File: src/rtl/updn_counter_param.sv
// updn_counter_param: parameterised up/down counter with clamped load, wrap/saturate bounds and sticky ovf/udf.
// Define UPDN_COUNTER_ASSERT_EN to compile the embedded concurrent assertions; leave it undefined for plain RTL.
module updn_counter_param #(
    parameter int WIDTH   = 8,
    parameter int STEP    = 1,
    parameter int MAX_VAL = 2**WIDTH - 1
) (
    input  logic             clk,
    input  logic             rst_,
    input  logic             ld_cnt_,
    input  logic             updn_cnt,
    input  logic             count_enb,
    input  logic             sat_mode,
    input  logic             clr_flags,
    input  logic [WIDTH-1:0] data_in,
    output logic [WIDTH-1:0] data_out,
    output logic             tc,
    output logic             ovf,
    output logic             udf
);

    // All bound arithmetic is done one bit wider so MAX_VAL = 2**WIDTH-1 never truncates.
    localparam logic [WIDTH:0]   MAX_EXT  = (WIDTH+1)'(MAX_VAL);
    localparam logic [WIDTH:0]   MODULUS  = (WIDTH+1)'(MAX_VAL + 1);
    localparam logic [WIDTH:0]   STEP_EXT = (WIDTH+1)'(STEP);
    localparam logic [WIDTH-1:0] MAX_W    = WIDTH'(MAX_VAL);

    logic [WIDTH:0]   cnt_ext;
    logic [WIDTH:0]   din_ext;
    logic [WIDTH:0]   up_sum;
    logic [WIDTH:0]   up_wrap;
    logic [WIDTH:0]   dn_diff;
    logic [WIDTH:0]   dn_wrap;
    logic             up_cross;
    logic             dn_cross;
    logic [WIDTH-1:0] cnt_nxt;
    logic             ovf_nxt;
    logic             udf_nxt;

    always_comb begin
        cnt_ext  = {1'b0, data_out};
        din_ext  = {1'b0, data_in};
        up_sum   = cnt_ext + STEP_EXT;
        up_wrap  = up_sum - MODULUS;
        dn_diff  = cnt_ext - STEP_EXT;
        dn_wrap  = cnt_ext + MODULUS - STEP_EXT;
        up_cross = (up_sum > MAX_EXT);
        dn_cross = (cnt_ext < STEP_EXT);
    end

    // Load beats count beats hold; a flag set on this edge overrides a simultaneous clear.
    always_comb begin
        cnt_nxt = data_out;
        ovf_nxt = ovf & ~clr_flags;
        udf_nxt = udf & ~clr_flags;
        if (!ld_cnt_) begin
            cnt_nxt = (din_ext > MAX_EXT) ? MAX_W : data_in;
        end else if (count_enb) begin
            if (updn_cnt) begin
                if (up_cross) begin
                    ovf_nxt = 1'b1;
                    cnt_nxt = sat_mode ? MAX_W : WIDTH'(up_wrap);
                end else begin
                    cnt_nxt = WIDTH'(up_sum);
                end
            end else begin
                if (dn_cross) begin
                    udf_nxt = 1'b1;
                    cnt_nxt = sat_mode ? '0 : WIDTH'(dn_wrap);
                end else begin
                    cnt_nxt = WIDTH'(dn_diff);
                end
            end
        end
    end

    always_ff @(posedge clk or negedge rst_) begin
        if (!rst_) begin
            data_out <= '0;
            ovf      <= 1'b0;
            udf      <= 1'b0;
        end else begin
            data_out <= cnt_nxt;
            ovf      <= ovf_nxt;
            udf      <= udf_nxt;
        end
    end

    assign tc = ld_cnt_ & count_enb & (updn_cnt ? up_cross : dn_cross);

`ifdef UPDN_COUNTER_ASSERT_EN
    a_reset_clears: assert property (@(posedge clk) disable iff (!rst_)
        $rose(rst_) |-> ($past(data_out) == '0 && !$past(ovf) && !$past(udf)))
        else $error("%0d a_reset_clears failed", $stime);

    a_hold: assert property (@(posedge clk) disable iff (!rst_)
        (ld_cnt_ && !count_enb && !clr_flags) |=>
        (data_out == $past(data_out) && ovf == $past(ovf) && udf == $past(udf)))
        else $error("%0d a_hold failed", $stime);

    a_up_step: assert property (@(posedge clk) disable iff (!rst_)
        (ld_cnt_ && count_enb && updn_cnt && !up_cross) |=> (data_out == WIDTH'($past(up_sum))))
        else $error("%0d a_up_step failed", $stime);

    a_down_step: assert property (@(posedge clk) disable iff (!rst_)
        (ld_cnt_ && count_enb && !updn_cnt && !dn_cross) |=> (data_out == WIDTH'($past(dn_diff))))
        else $error("%0d a_down_step failed", $stime);

    a_up_bound: assert property (@(posedge clk) disable iff (!rst_)
        (ld_cnt_ && count_enb && updn_cnt && up_cross) |=>
        (ovf && data_out == ($past(sat_mode) ? MAX_W : WIDTH'($past(up_wrap)))))
        else $error("%0d a_up_bound failed", $stime);

    a_down_bound: assert property (@(posedge clk) disable iff (!rst_)
        (ld_cnt_ && count_enb && !updn_cnt && dn_cross) |=>
        (udf && data_out == ($past(sat_mode) ? '0 : WIDTH'($past(dn_wrap)))))
        else $error("%0d a_down_bound failed", $stime);

    a_ovf_sticky: assert property (@(posedge clk) disable iff (!rst_)
        (ovf && !clr_flags) |=> ovf)
        else $error("%0d a_ovf_sticky failed", $stime);

    a_udf_sticky: assert property (@(posedge clk) disable iff (!rst_)
        (udf && !clr_flags) |=> udf)
        else $error("%0d a_udf_sticky failed", $stime);
`endif

endmodule

File: config.mk
export PLATFORM = sky130hd
export DESIGN_NAME = updn_counter_param
export DESIGN_NICKNAME = d
export VERILOG_FILES = /design/src/rtl/updn_counter_param.sv
export SDC_FILE = /design/constraint.sdc
export NUM_CORES = 1
export LEC_CHECK = 0
export ABC_AREA = 1
export CAP_MARGIN = 20
export CORE_UTILIZATION = 47
export CTS_CLUSTER_DIAMETER = 100
export DETAILED_ROUTE_END_ITERATION = 7
export GPL_TIMING_DRIVEN = 0
export PLACE_DENSITY = 0.79
export SYNTH_ARGS = -nofsm -noshare
export SYNTH_HDL_FRONTEND = slang
export SYNTH_SLANG_ARGS = --single-unit
File: constraint.sdc
create_clock -name clk -period 2.75 [get_ports clk]
set_input_delay 0.825 -clock clk [delete_from_list [all_inputs] [get_ports clk]]
set_output_delay 0.825 -clock clk [all_outputs]
set_load 0.05 [all_outputs]
==> flow_results.org, run 1 <==
** Status
- The flow ran to the end, and the final reports show no timing, DRC or antenna violations.

** Floorplanning
- The die is 46.7 um wide.
- Die area :: 0.00218 mm2
- I/O pin count :: 26
- For this configuration, the core starts out at a cell density of 0.520.
- The floorplan has 15 rows.
- Vert. Die Dim :: 46.7 um
- Core area :: 0.00180 mm2

** Finish
- Inserted Diodes :: 0
- Final Non-Filler Cells :: 216
- Fill cell instance count of the final layout :: 114
- Most common library cell in the layout ignoring fill and taps :: nand2_1
- In the layout the commonest cells are nand2_1 (41), clkdlybuf4s50_1 (21), inv_1 (20), buf_4 (19), o21ai_0 (9).
- In the final layout, the share of cells above drive strength 1 is 0.277.
- From synthesis to final layout, the design area changed by 56.6%.
- At the end of the flow, the number of nets in the layout was 210.

** Critical path
- STA classifies the critical path startpoint as a flip-flop.
- STA puts the critical path data arrival time at 2950 ps.
- By startpoint and endpoint, the worst setup path is classified as flip-flop to flip-flop.
- Crit end category :: flip-flop
- The cell that appears most often on the critical path is buf_4.
- The signal on the critical path passes through inv_2, ha_4, nand3_1, nor3_4, nand4_1, buf_4, buf_4, buf_4, buf_4, buf_4, buf_4, buf_4, buf_4, buf_4, buf_4, nand2_1.
- Maximum fanout count along the critical path :: 4
- The slowest stage of the critical path belongs to the cell dfrtp_2.
- Delay of the slowest cell on the worst path :: 440 ps
- Worst Path Required :: 2960 ps

** Routing
- Final ANT Viol Nets :: 0
- 1st-pass router iterations :: 7
- The final route contains 1,252 vias.
- After detailed routing, the number of remaining DRC violations is 0.
- In this run, the number of DRC markers left after iteration 0 of detailed routing was 131.
- Final wirelength :: 3510 um
- Via density per instance :: 5.80
- Average detailed-routed wire length per instance :: 16.2 um

** CTS
- After clock tree synthesis, the clock-pin slew on the worst setup and hold paths is 70 ps.
- TritonCTS created 3 clock buffers.
- Insertion delay of the later-clocked pin in the worst-skew pair :: 270 ps
- Bufs on Longest Clock Path :: 2
- Hold repair after CTS inserted 0 buffers.
- CTS built an H-tree with a depth of 1.
- TritonCTS sink count :: 10
- The tree is rooted in a clkbuf_4.
- TritonCTS built the clock tree.

** Timing
- Between clock sinks in the finished design, the worst skew comes to 1.06 ps.
- Setup violations remaining at the end of the flow were counted as 0.
- Max Slew Vio Count :: 0
- Peak clock frequency supported by timing :: 0.365 GHz
- In this run the tightest slew margin relative to its limit is 0.649.
- Worst hold-check slack :: 489 ps
- The worst path in the final design needs a cycle of 2740 ps, including I/O delays and setup.
- Number of hold violations in the final report :: 0
- RSZ-0062 raised after global routing :: true
- Dividing the final minimum period by the clock period gives 0.996.
- Measured slew at the worst slew-check pin :: 524 ps

** Synth
- Part of the Yosys area used for sequential elements :: 0.267
- After technology mapping, the gate count stands at 144.
- Each instance of the synthesized netlist takes up on average 6.51 um2.
- Flop and latch count out of synthesis :: 10
- During synthesis, Yosys emitted a total of 0 warnings.
- Synthesized Nets :: 162
- Number of distinct library cells after synthesis :: 26
- Cell area after technology mapping :: 937 um2

** Pwr
- Switching share of total power :: 0.452
- The internal portion of the total power is 340 uW.
- In this run the static leakage power is 0.000732 uW.
- In this run the power spent charging and discharging nets is 280 uW.
- Of the total power, combinational logic draws 0.516.
- The share of total power dissipated in sequential elements is 0.305.
- Total power :: 620 uW
- Clock network fraction of design power :: 0.179
- For this design the ratio of total power to cell area is 422 mW/mm2.
- IR analysis of the VDD net gives a maximum drop of 0.475 mV.

** GRT
- The initial antenna violation count was 0.
- Across every metal layer, demand over resource in global routing totals 0.292.
- Global-route congestion overflow total :: 0
- Entering global routing, the biggest net connects 11 pins.
- The first global-routing pass estimated 4370 um of wire.
- Vias in the first global route :: 982

** Placed design
- Detailed placement finished with a half-perimeter wire length of 1830 um.
- Once placement completed, the tool counted placed cells totaling 194.
- In this run the tool buffered the top-level ports with 25 buffer cells.
- Gpl congestion :: 0.875

** Job
- The tool flagged a number of max-cap violations equal to 0.

** Worst hold path
- HP Class :: flip-flop to flip-flop
metal layers:
layer	global-route usage	routed length (um)	vias up
li1	-	-	553
met1	0.383	1290	547
met2	0.475	1580	116
met3	0.0471	423	36
met4	0.114	211	0
met5	0	0	-
critical path: cells and delay by family, from the launching register on:
family                   cells  cell delay [ps]
adder cells (fa/ha/maj)      1              150
AND/OR/NAND/NOR              4              710
buffers and inverters       11             1380
flip-flops                   1              440
metrics by stage:
step,utilization,cell area (um2),setup slack (ps),TNS [ps]
floorplan,-,942,110,0
global placement,0.679,1220,-928,-928
detailed placement,0.679,1220,-916,-916
CTS,0.760,1370,0.783,0
global route,0.815,1470,-53.2,-96.1
finish,0.815,1470,11.5,0
cell type report:
type,instances,area [um2],area share
well taps,25,31.3,0.0213
plain buffers,2,18.8,0.0128
repair buffers,43,390,0.266
flip-flops and latches,10,254,0.173
inverters,24,95.1,0.0648
multi-input cells,108,652,0.444
clock buffers,4,26.3,0.0179
cell families after synthesis:
| logic type | synth area share |
|---|---|
| xor+xnor | 0.0561 |
| flops | 0.267 |
| compound gates | 0.116 |
| fa+ha+maj | 0.0401 |
| simple gates | 0.405 |
| buf+inv | 0.116 |
path summary, 6_finish.rpt:
check                       startpoint          end  slack (ps)  cells after the start
max in group asynchronous         rst_  data_out[2]        1490                      1
min reg2reg                        udf          udf         490                      2
min in group asynchronous         rst_  data_out[4]         890                      1
max reg2reg                data_out[1]          udf          10                     16
min                                udf          udf         490                      2
max                        data_out[1]          udf          10                     16
flip-flops by register name (all words and copies together), names as in the netlist:
signal and flops:
udf 1, data_out 8, ovf 1
power groups by stage:
stage / logic [uW] / clock network (uW) / registers [uW]
2_1_floorplan: 122 / 0 / 239
3_3_place_gp: 253 / 0 / 188
3_5_place_dp: 259 / 0 / 189
4_1_cts: 274 / 114 / 184
5_1_grt: 338 / 119 / 190
6_report: 320 / 111 / 189
synthesized netlist by cell type:
cell type,number,share of area
nand2_1,47,0.19
inv_1,23,0.092
dfrtp_1,10,0.27
o21ai_0,9,0.048
nand3_1,8,0.043
nand4_1,6,0.040
nor2_1,6,0.024
xor2_1,5,0.047
ha_1,3,0.040
nand2_2,3,0.020
nor2_2,3,0.020
o211ai_1,3,0.024
a21oi_1,2,0.011
nand3_2,2,0.021
o21ai_1,2,0.011
o21bai_1,2,0.016
a31oi_1,1,0.0067
buf_4,1,0.0080
buf_6,1,0.012
inv_2,1,0.0040
nand2_4,1,0.012
nand4_2,1,0.013
nor3_1,1,0.0053
nor3_2,1,0.011
or2_1,1,0.0067
xnor2_1,1,0.0093
repair_timing:
action,in CTS,in global routing
buffers inserted,14,4
gates cloned,0,0
endpoints found under the setup margin,1,2
pin swaps,4,7
resized for setup,15,18
Power figures use the tool's default switching activity.
==> run 2, diff against run 1 <==
PLACE_DENSITY = 0.77   (was 0.79)
==> flow_results.org, run 2 (synthesis gave the netlist of run 1 again) <==
** Status
- Run status :: finished clean (unchanged)

** GRT
- The initial antenna violation count came to 0 (unchanged).
- Global-route total usage across every layer :: 0.305 (was 0.292)
- The wire length of the first global-routing pass is 4530 um (was 4370 um).
- The largest net degree at the start of global routing came to 11 (unchanged).
- Global-route congestion overflow total :: 0 (unchanged)
- The via count of the first global-routing pass came to 1,059 (was 982).

** Timing
- The total of endpoints with negative setup slack in the final report is 0 (unchanged).
- The max-slew violation count came to 0 (unchanged).
- The summed negative setup slack over all endpoints was 0 ps (unchanged).
- The total count of hold-check failures in the final report was 0 (unchanged).
- Peak clock frequency supported by timing :: 0.368 GHz (was 0.365 GHz)
- Worst hold-check slack :: 487 ps (was 489 ps)
- Final cycle utilization of the critical path :: 0.988 (was 0.996)
- The relative max-transition margin was 0.642 (was 0.649).
- Measured slew at the worst slew-check pin :: 535 ps (was 524 ps)
- The post-route clock skew was 12.7 ps (was 1.06 ps).
- Clock period minus final worst setup slack :: 2720 ps (was 2740 ps)
- RSZ-0062 raised after global routing :: true (unchanged)

** Routing
- Via count :: 1,178 (was 1,252)
- The number of DRC violations after detailed-routing iteration 0 is 39 (was 131).
- The final wirelength was 3080 um (was 3510 um).
- 1st-pass router iterations :: 4 (was 7)
- The post-detailed-route wirelength per cell came to 14.4 um (was 16.2 um).
- The via count normalized by instance count came to 5.50 (was 5.80).
- Met2 wire length :: 1480 um (was 1580 um)
- Metal-1 WL :: 1240 um (was 1290 um)
- Max Used Layer :: met4 (unchanged)
- The met3 wire length was 217 um (was 423 um).
- The antenna violation net count after detailed routing was 0 (unchanged).
- The number of design rule violations left after detail routing is 0 (unchanged).

** Finish
- The fraction of final layout cells with drive strength greater than 1 came to 0.243 (was 0.277).
- The largest register by flop count is data_out (unchanged).
- Flip-flop count of the largest register, all copies and words added :: 8 (unchanged)
- The total non-filler cell area in the finished layout came to 0.00142 mm2 (was 0.00147 mm2).
- Most frequent cells in the layout :: nand2_1 (44), clkdlybuf4s50_1 (21), inv_1 (20), buf_4 (17), o21ai_0 (9) (was nand2_1 (41), clkdlybuf4s50_1 (21), inv_1 (20), buf_4 (19), o21ai_0 (9))
- Leading registers by flop count: data_out (8), ovf (1), udf (1) (unchanged).
- Most common library cell in the layout ignoring fill and taps :: nand2_1 (unchanged)
- Final Non-Filler Cells :: 214 (was 216)
- The antenna diode count came to 0 (unchanged).
- Fin nets :: 208 (was 210)
- The area overhead of the layout relative to synthesis was 51.4% (was 56.6%).

** CTS
- The number of buffers on the longest clock path is 2 (unchanged).
- Num CTS Buffers :: 3 (unchanged)
- TritonCTS sink count :: 10 (unchanged)
- The maximum level of the CTS H-tree is 1 (unchanged).
- Root buffer cell :: clkbuf_4 (unchanged)
- The clock latency reported for the late side of the worst-skew pair was 280 ps (was 270 ps).
- The clock edge transition at the registers on the reported setup and hold paths is 70 ps (about the same).
- The CTS tree is built (unchanged).
- The post-cts hold buffer count came to 0 (unchanged).

** Critical path
- The type of the setup path with the least slack is flip-flop to primary output (was flip-flop to flip-flop).
- The critical register-to-register path startpoint is data_out[0] (was data_out[1]).
- The cell with the largest stage delay on the worst path is dfrtp_2 (unchanged).
- Origin of the worst setup path :: data_out[0] (was data_out[1])
- Maximum fanout count along the critical path :: 8 (was 4)
- Register-to-register setup slack :: 90 ps (was 10 ps)
- The startpoint kind of the worst setup timing path was a flip-flop (unchanged).
- Most prevalent standard cell on the critical path :: nand2_2 (was buf_4)
- Critical Path AT :: 1890 ps (was 2950 ps)
- Crit-path leading delay family :: simple AND/OR/NAND/NOR gates (was buffers and inverters)
- The kind of end point of the critical path is a primary output (was flip-flop).
- Delay of the slowest cell on the worst path :: 420 ps (was 440 ps)
- Worst Path Required :: 1930 ps (was 2960 ps)
- The buffering stage count on the worst path with inverters included came to 2 (was 11).
- Crit path cell chain: inv_4, ha_4, nand3_1, nor2_1, nand2_1, nor2_2, nand3_2, nand2_4, nand2_2, nand2_2, buf_8 (was inv_2, ha_4, nand3_1, nor3_4, nand4_1, buf_4, buf_4, buf_4, buf_4, buf_4, buf_4, buf_4, buf_4, buf_4, buf_4, nand2_1).

** Pwr
- PwrDens :: 418 mW/mm2 (was 422 mW/mm2)
- P_leak :: 0.000707 uW (was 0.000732 uW)
- The largest voltage drop on the vdd net is 0.448 mV (was 0.475 mV).

** Placed design
- The cell count after placement came to 194 (unchanged).
- The post-detailed-placement cell area came to 0.00122 mm2 (unchanged).
- The weighted congestion reported at the end of routability-driven placement was 0.882 (was 0.875).
- The count of input and output buffers came to 25 (unchanged).
- Post-detailed-placement half-perimeter wirelength :: 1900 um (was 1830 um)

** Floorplanning
- Core area :: 0.00180 mm2 (unchanged)
- Std-Cell Rows :: 15 (unchanged)
- The I/O pin total is 26 (unchanged).
- Initial standard-cell utilization of the core :: 0.520 (unchanged)
- Vert. Die Dim :: 46.7 um (unchanged)
- The total die area was 0.00218 mm2 (unchanged).
- The x dimension of the die came to 46.7 um (unchanged).

** Worst hold path
- The kind of path behind the tightest hold check is flip-flop to flip-flop (unchanged).
- The worst hold path startpoint is udf (unchanged).

** Job
- The number of max-cap violations came to 0 (unchanged).
## run 2: cell type report
type | instances | area, um2
inverters | 24 | 92.6
clock buffers | 4 | 26.3
repair buffers | 41 | 375
fillers | 114 | 383
well taps | 25 | 31.3
flip-flops and latches | 10 | 253
multi-input cells | 108 | 622
plain buffers | 2 | 18.8
## run 2: per-stage QoR
step,power (uW),setup WS [ps],utilization
global route,625,-66.6,0.788
global placement,442,-923,0.679
CTS,575,3.89,0.760
detailed placement,449,-935,0.679
floorplan,361,110,-
finish,594,33.9,0.788
## run 2: final timing paths
| kind | depth (start not counted) | endpoint |
|---|---|---|
| max reg2reg | 16 | udf |
| max | 11 | tc |
| min reg2reg | 2 | udf |
| min in group asynchronous | 1 | data_out[3] |
| max in group asynchronous | 1 | data_out[0] |
| min | 2 | udf |
## run 2: layer usage
| layer | vias to the layer above | GRT usage |
|---|---|---|
| met5 | - | 0 |
| met4 | 0 | 0.217 |
| met3 | 16 | 0.0627 |
| met2 | 60 | 0.492 |
| met1 | 552 | 0.355 |
| li1 | 550 | - |
## run 2: power breakdown
part	switching, uW	internal (uW)	total [uW]
Sequential	25.0	163	188
Clock	56.7	56.3	113
Combinational	182	110	293
Total	264	330	594
## run 2: repair_timing
| action | CTS | global route |
|---|---|---|
| setup buffers | 14 | 2 |
| pin swaps | 4 | 1 |
| resized for setup | 15 | 9 |
| cloned | 0 | 0 |
| endpoints found under the setup margin | 1 | 2 |
## run 2: worst register-to-register path, stage by stage (launching register included)
cell     delay [ps]
dfrtp_2         450
inv_4           120
ha_4            160
nand3_1         160
nor3_4          220
nand4_1         190
buf_4           180
buf_4           120
buf_4           130
buf_4           120
buf_4           120
buf_4           120
buf_4           120
buf_4           120
buf_4           120
buf_4           120
nand2_1          50
==> run 3, diff against run 2 <==
CORE_MARGIN = 2   (was default)
==> flow_results.org, run 3 (synthesis gave the netlist of run 1 again) <==
** Status
- Run status: finished clean (unchanged).

** Finish
- Flip-flop count of the largest register, all copies and words added :: 8 (unchanged)
- The most frequent standard cell in the layout excluding fill and tap cells was nand2_1 (unchanged).
- Proportion of layout cells with a drive suffix above 1 :: 0.281 (was 0.243)
- Inserted Diodes :: 0 (unchanged)
- Leading registers by flop count :: data_out (8), ovf (1), udf (1) (unchanged)
- The number of nets in the finished design came to 211 (was 208).
- Most frequent cells in the layout :: nand2_1 (43), clkdlybuf4s50_1 (21), inv_1 (20), buf_4 (19), o21ai_0 (9) (was nand2_1 (44), clkdlybuf4s50_1 (21), inv_1 (20), buf_4 (17), o21ai_0 (9))
- Fin util :: 0.764 (was 0.788)
- Largest Register :: data_out (unchanged)
- The area overhead of the layout relative to synthesis is 56.6% (was 51.4%).
- The total non-filler cell area in the finished layout came to 0.00147 mm2 (was 0.00142 mm2).

** Pwr
- The sequential power share is 0.296 (was 0.317).
- The reported leakage power was 0.000731 uW (was 0.000707 uW).
- Relative contribution of combinational cells to total power :: 0.481 (was 0.493)
- Switching share of total power :: 0.434 (was 0.445)
- Net Sw Power :: 279 uW (was 264 uW)
- P_int :: 363 uW (was 330 uW)
- The overall power was 641 uW (was 594 uW).
- Clock network fraction of design power :: 0.223 (was 0.190)
- The power density of the placed cells is 437 mW/mm2 (was 418 mW/mm2).
- Highest ir drop seen on vdd :: 0.282 mV (was 0.448 mV)

** Critical path
- Crit-path leading delay family :: simple AND/OR/NAND/NOR gates (unchanged)
- The buffering stage count on the worst path with inverters included came to 3 (was 2).
- Crit start category :: flip-flop (unchanged)
- Register-to-register setup slack :: 60 ps (was 90 ps)
- Crit path cell chain: buf_6, ha_1, inv_1, nand3_2, nor2_2, nand2_1, nor2_2, nand3_2, nand2_2, nand2_2, nand2_2, buf_8 (was inv_4, ha_4, nand3_1, nor2_1, nand2_1, nor2_2, nand3_2, nand2_4, nand2_2, nand2_2, buf_8).
- The critical register-to-register path startpoint was data_out[0] (unchanged).
- Critical setup path kind :: flip-flop to primary output (unchanged)
- The critical path depth is 12 (was 11).
- Worst Path Required :: 1930 ps (about the same)
- The path depth of the worst reg2reg path is 16 (unchanged).
- The data arrival time at the worst-slack endpoint is 1900 ps (was 1890 ps).
- The cell seen most often among critical-path stages is nand2_2 (unchanged).
- The kind of end point of the critical path was a primary output (unchanged).
- Delay of the slowest cell on the worst path :: 470 ps (was 420 ps)
- Capture instance of the worst register-to-register path :: udf (unchanged)
- The cell with the largest stage delay on the worst path was dfrtp_2 (unchanged).
- Maximum fanout count along the critical path :: 6 (was 8)

** Floorplanning
- The x dimension of the die was 48.7 um (was 46.7 um).
- Die area :: 0.00237 mm2 (was 0.00218 mm2)
- Std-Cell Rows :: 16 (was 15)
- Initial standard-cell utilization of the core :: 0.488 (was 0.520)
- The core area was 0.00192 mm2 (was 0.00180 mm2).
- I/O pin count :: 26 (unchanged)
- The die height is 48.7 um (was 46.7 um).

** Placed design
- The weighted congestion reported at the end of routability-driven placement is 0.907 (was 0.882).
- The pre-CTS worst setup slack is -956 ps (was -935 ps).
- The count of input and output buffers was 25 (unchanged).
- The post-detailed-placement cell area was 0.00123 mm2 (was 0.00122 mm2).
- The half-perimeter wire length after placement was 1900 um (about the same).

** Routing
- Final ANT Viol Nets :: 0 (unchanged)
- Final wirelength :: 3280 um (was 3080 um)
- Average detailed-routed wire length per instance :: 15.0 um (was 14.4 um)
- The via count normalized by instance count came to 5.48 (was 5.50).
- The number of DRC violations after detailed-routing iteration 0 was 64 (was 39).
- 1st-pass router iterations :: 4 (unchanged)
- Via count :: 1,200 (was 1,178)
- The number of design rule violations left after detail routing came to 0 (unchanged).

** CTS
- The CTS tree was built (unchanged).
- The post-cts hold buffer count is 0 (unchanged).
- Root buffer cell :: clkbuf_4 (unchanged)
- Clk pin slew, worst setup/hold paths :: 70 ps (about the same)
- H-tree depth :: 1 (unchanged)
- TritonCTS sink count :: 10 (unchanged)
- The total clock buffers created by CTS came to 3 (unchanged).
- The clock latency reported for the late side of the worst-skew pair came to 280 ps (about the same).
- Bufs on Longest Clock Path :: 2 (unchanged)

** GRT
- Vias in the first global route :: 1,162 (was 1,059)
- The all-layer global routing usage was 0.276 (was 0.305).
- The total global routing overflow was 0 (unchanged).
- The wire length of the first global-routing pass is 5150 um (was 4530 um).
- Number of antenna violations at the first check in global routing :: 0 (unchanged)
- The largest net degree at the start of global routing was 11 (unchanged).

** Timing
- Max Clock Skew :: 11.8 ps (was 12.7 ps)
- The final period demand of the worst path was 2720 ps (about the same).
- Number of hold violations in the final report :: 0 (unchanged)
- The maximum clock rate is 0.367 GHz (was 0.368 GHz).
- The relative max-transition margin is 0.651 (was 0.642).
- The total of endpoints with negative setup slack in the final report was 0 (unchanged).
- Measured slew at the worst slew-check pin :: 522 ps (was 535 ps)
- The hold slack came to 508 ps (was 487 ps).
- RSZ-0062 raised after global routing: true (unchanged).
- Final cycle utilization of the critical path :: 0.990 (was 0.988)
- Max Slew Vio Count :: 0 (unchanged)
- Final worst-path setup slack :: 28.3 ps (was 33.9 ps)

** Worst hold path
- HP Class :: flip-flop to flip-flop (unchanged)
- Worst Min Path Start :: udf (unchanged)
- Destination of the worst hold path :: udf (unchanged)
- The depth of the worst hold-timing path is 2 (unchanged).

** Job
- The number of max-cap violations came to 0 (unchanged).
run 3: final cells by class:
type	instances	area (um2)
plain buffers	2	18.8
clock buffers	4	36.3
well taps	27	33.8
repair buffers	44	402
flip-flops and latches	10	253
inverters	24	92.6
multi-input cells	108	632
fillers	148	454
run 3: worst max path at each step:
| stage | start | endpoint | slack [ps] |
|---|---|---|---|
| floorplan | data_out[0] | tc | 110 |
| global placement | updn_cnt | tc | -930 |
| detailed placement | updn_cnt | tc | -960 |
| CTS | updn_cnt | tc | 8 |
| global route | data_out[1] | tc | -70 |
| finish | data_out[1] | tc | 30 |
run 3: routing by layer:
layer	GRT usage	part of all wire	vias to the layer above	wire, um
li1	-	-	559	-
met3	0.0617	0.083	23	273
met5	0	0	-	0
met4	0.100	0.037	0	120
met2	0.475	0.48	76	1590
met1	0.335	0.40	542	1300
run 3: power by group through the flow:
stage,Sequential (uW),Combinational (uW),Clock [uW]
floorplan,239,122,0
global placement,188,253,0
detailed placement,189,258,0
CTS,186,277,140
global route,192,331,153
finish,190,308,143
run 3: tightest hold or removal path, cell delays in order, from the launching register on:
cell     delay [ps]
dfrtp_1         350
nand2_1          60
nand2_1          60
run 3: stage by stage:
| step | instances | TNS, ps |
|---|---|---|
| finish | 219 | 0 |
| global route | 219 | -86.7 |
| detailed placement | 196 | -956 |
| floorplan | 144 | 0 |
| global placement | 196 | -932 |
| CTS | 216 | 0 |
run 3: timing repair:
action                                  4_1_cts  5_1_grt
pin swaps                                     4        7
endpoints found under the setup margin        1        2
setup buffers                                16        3
resized for setup                            17       11
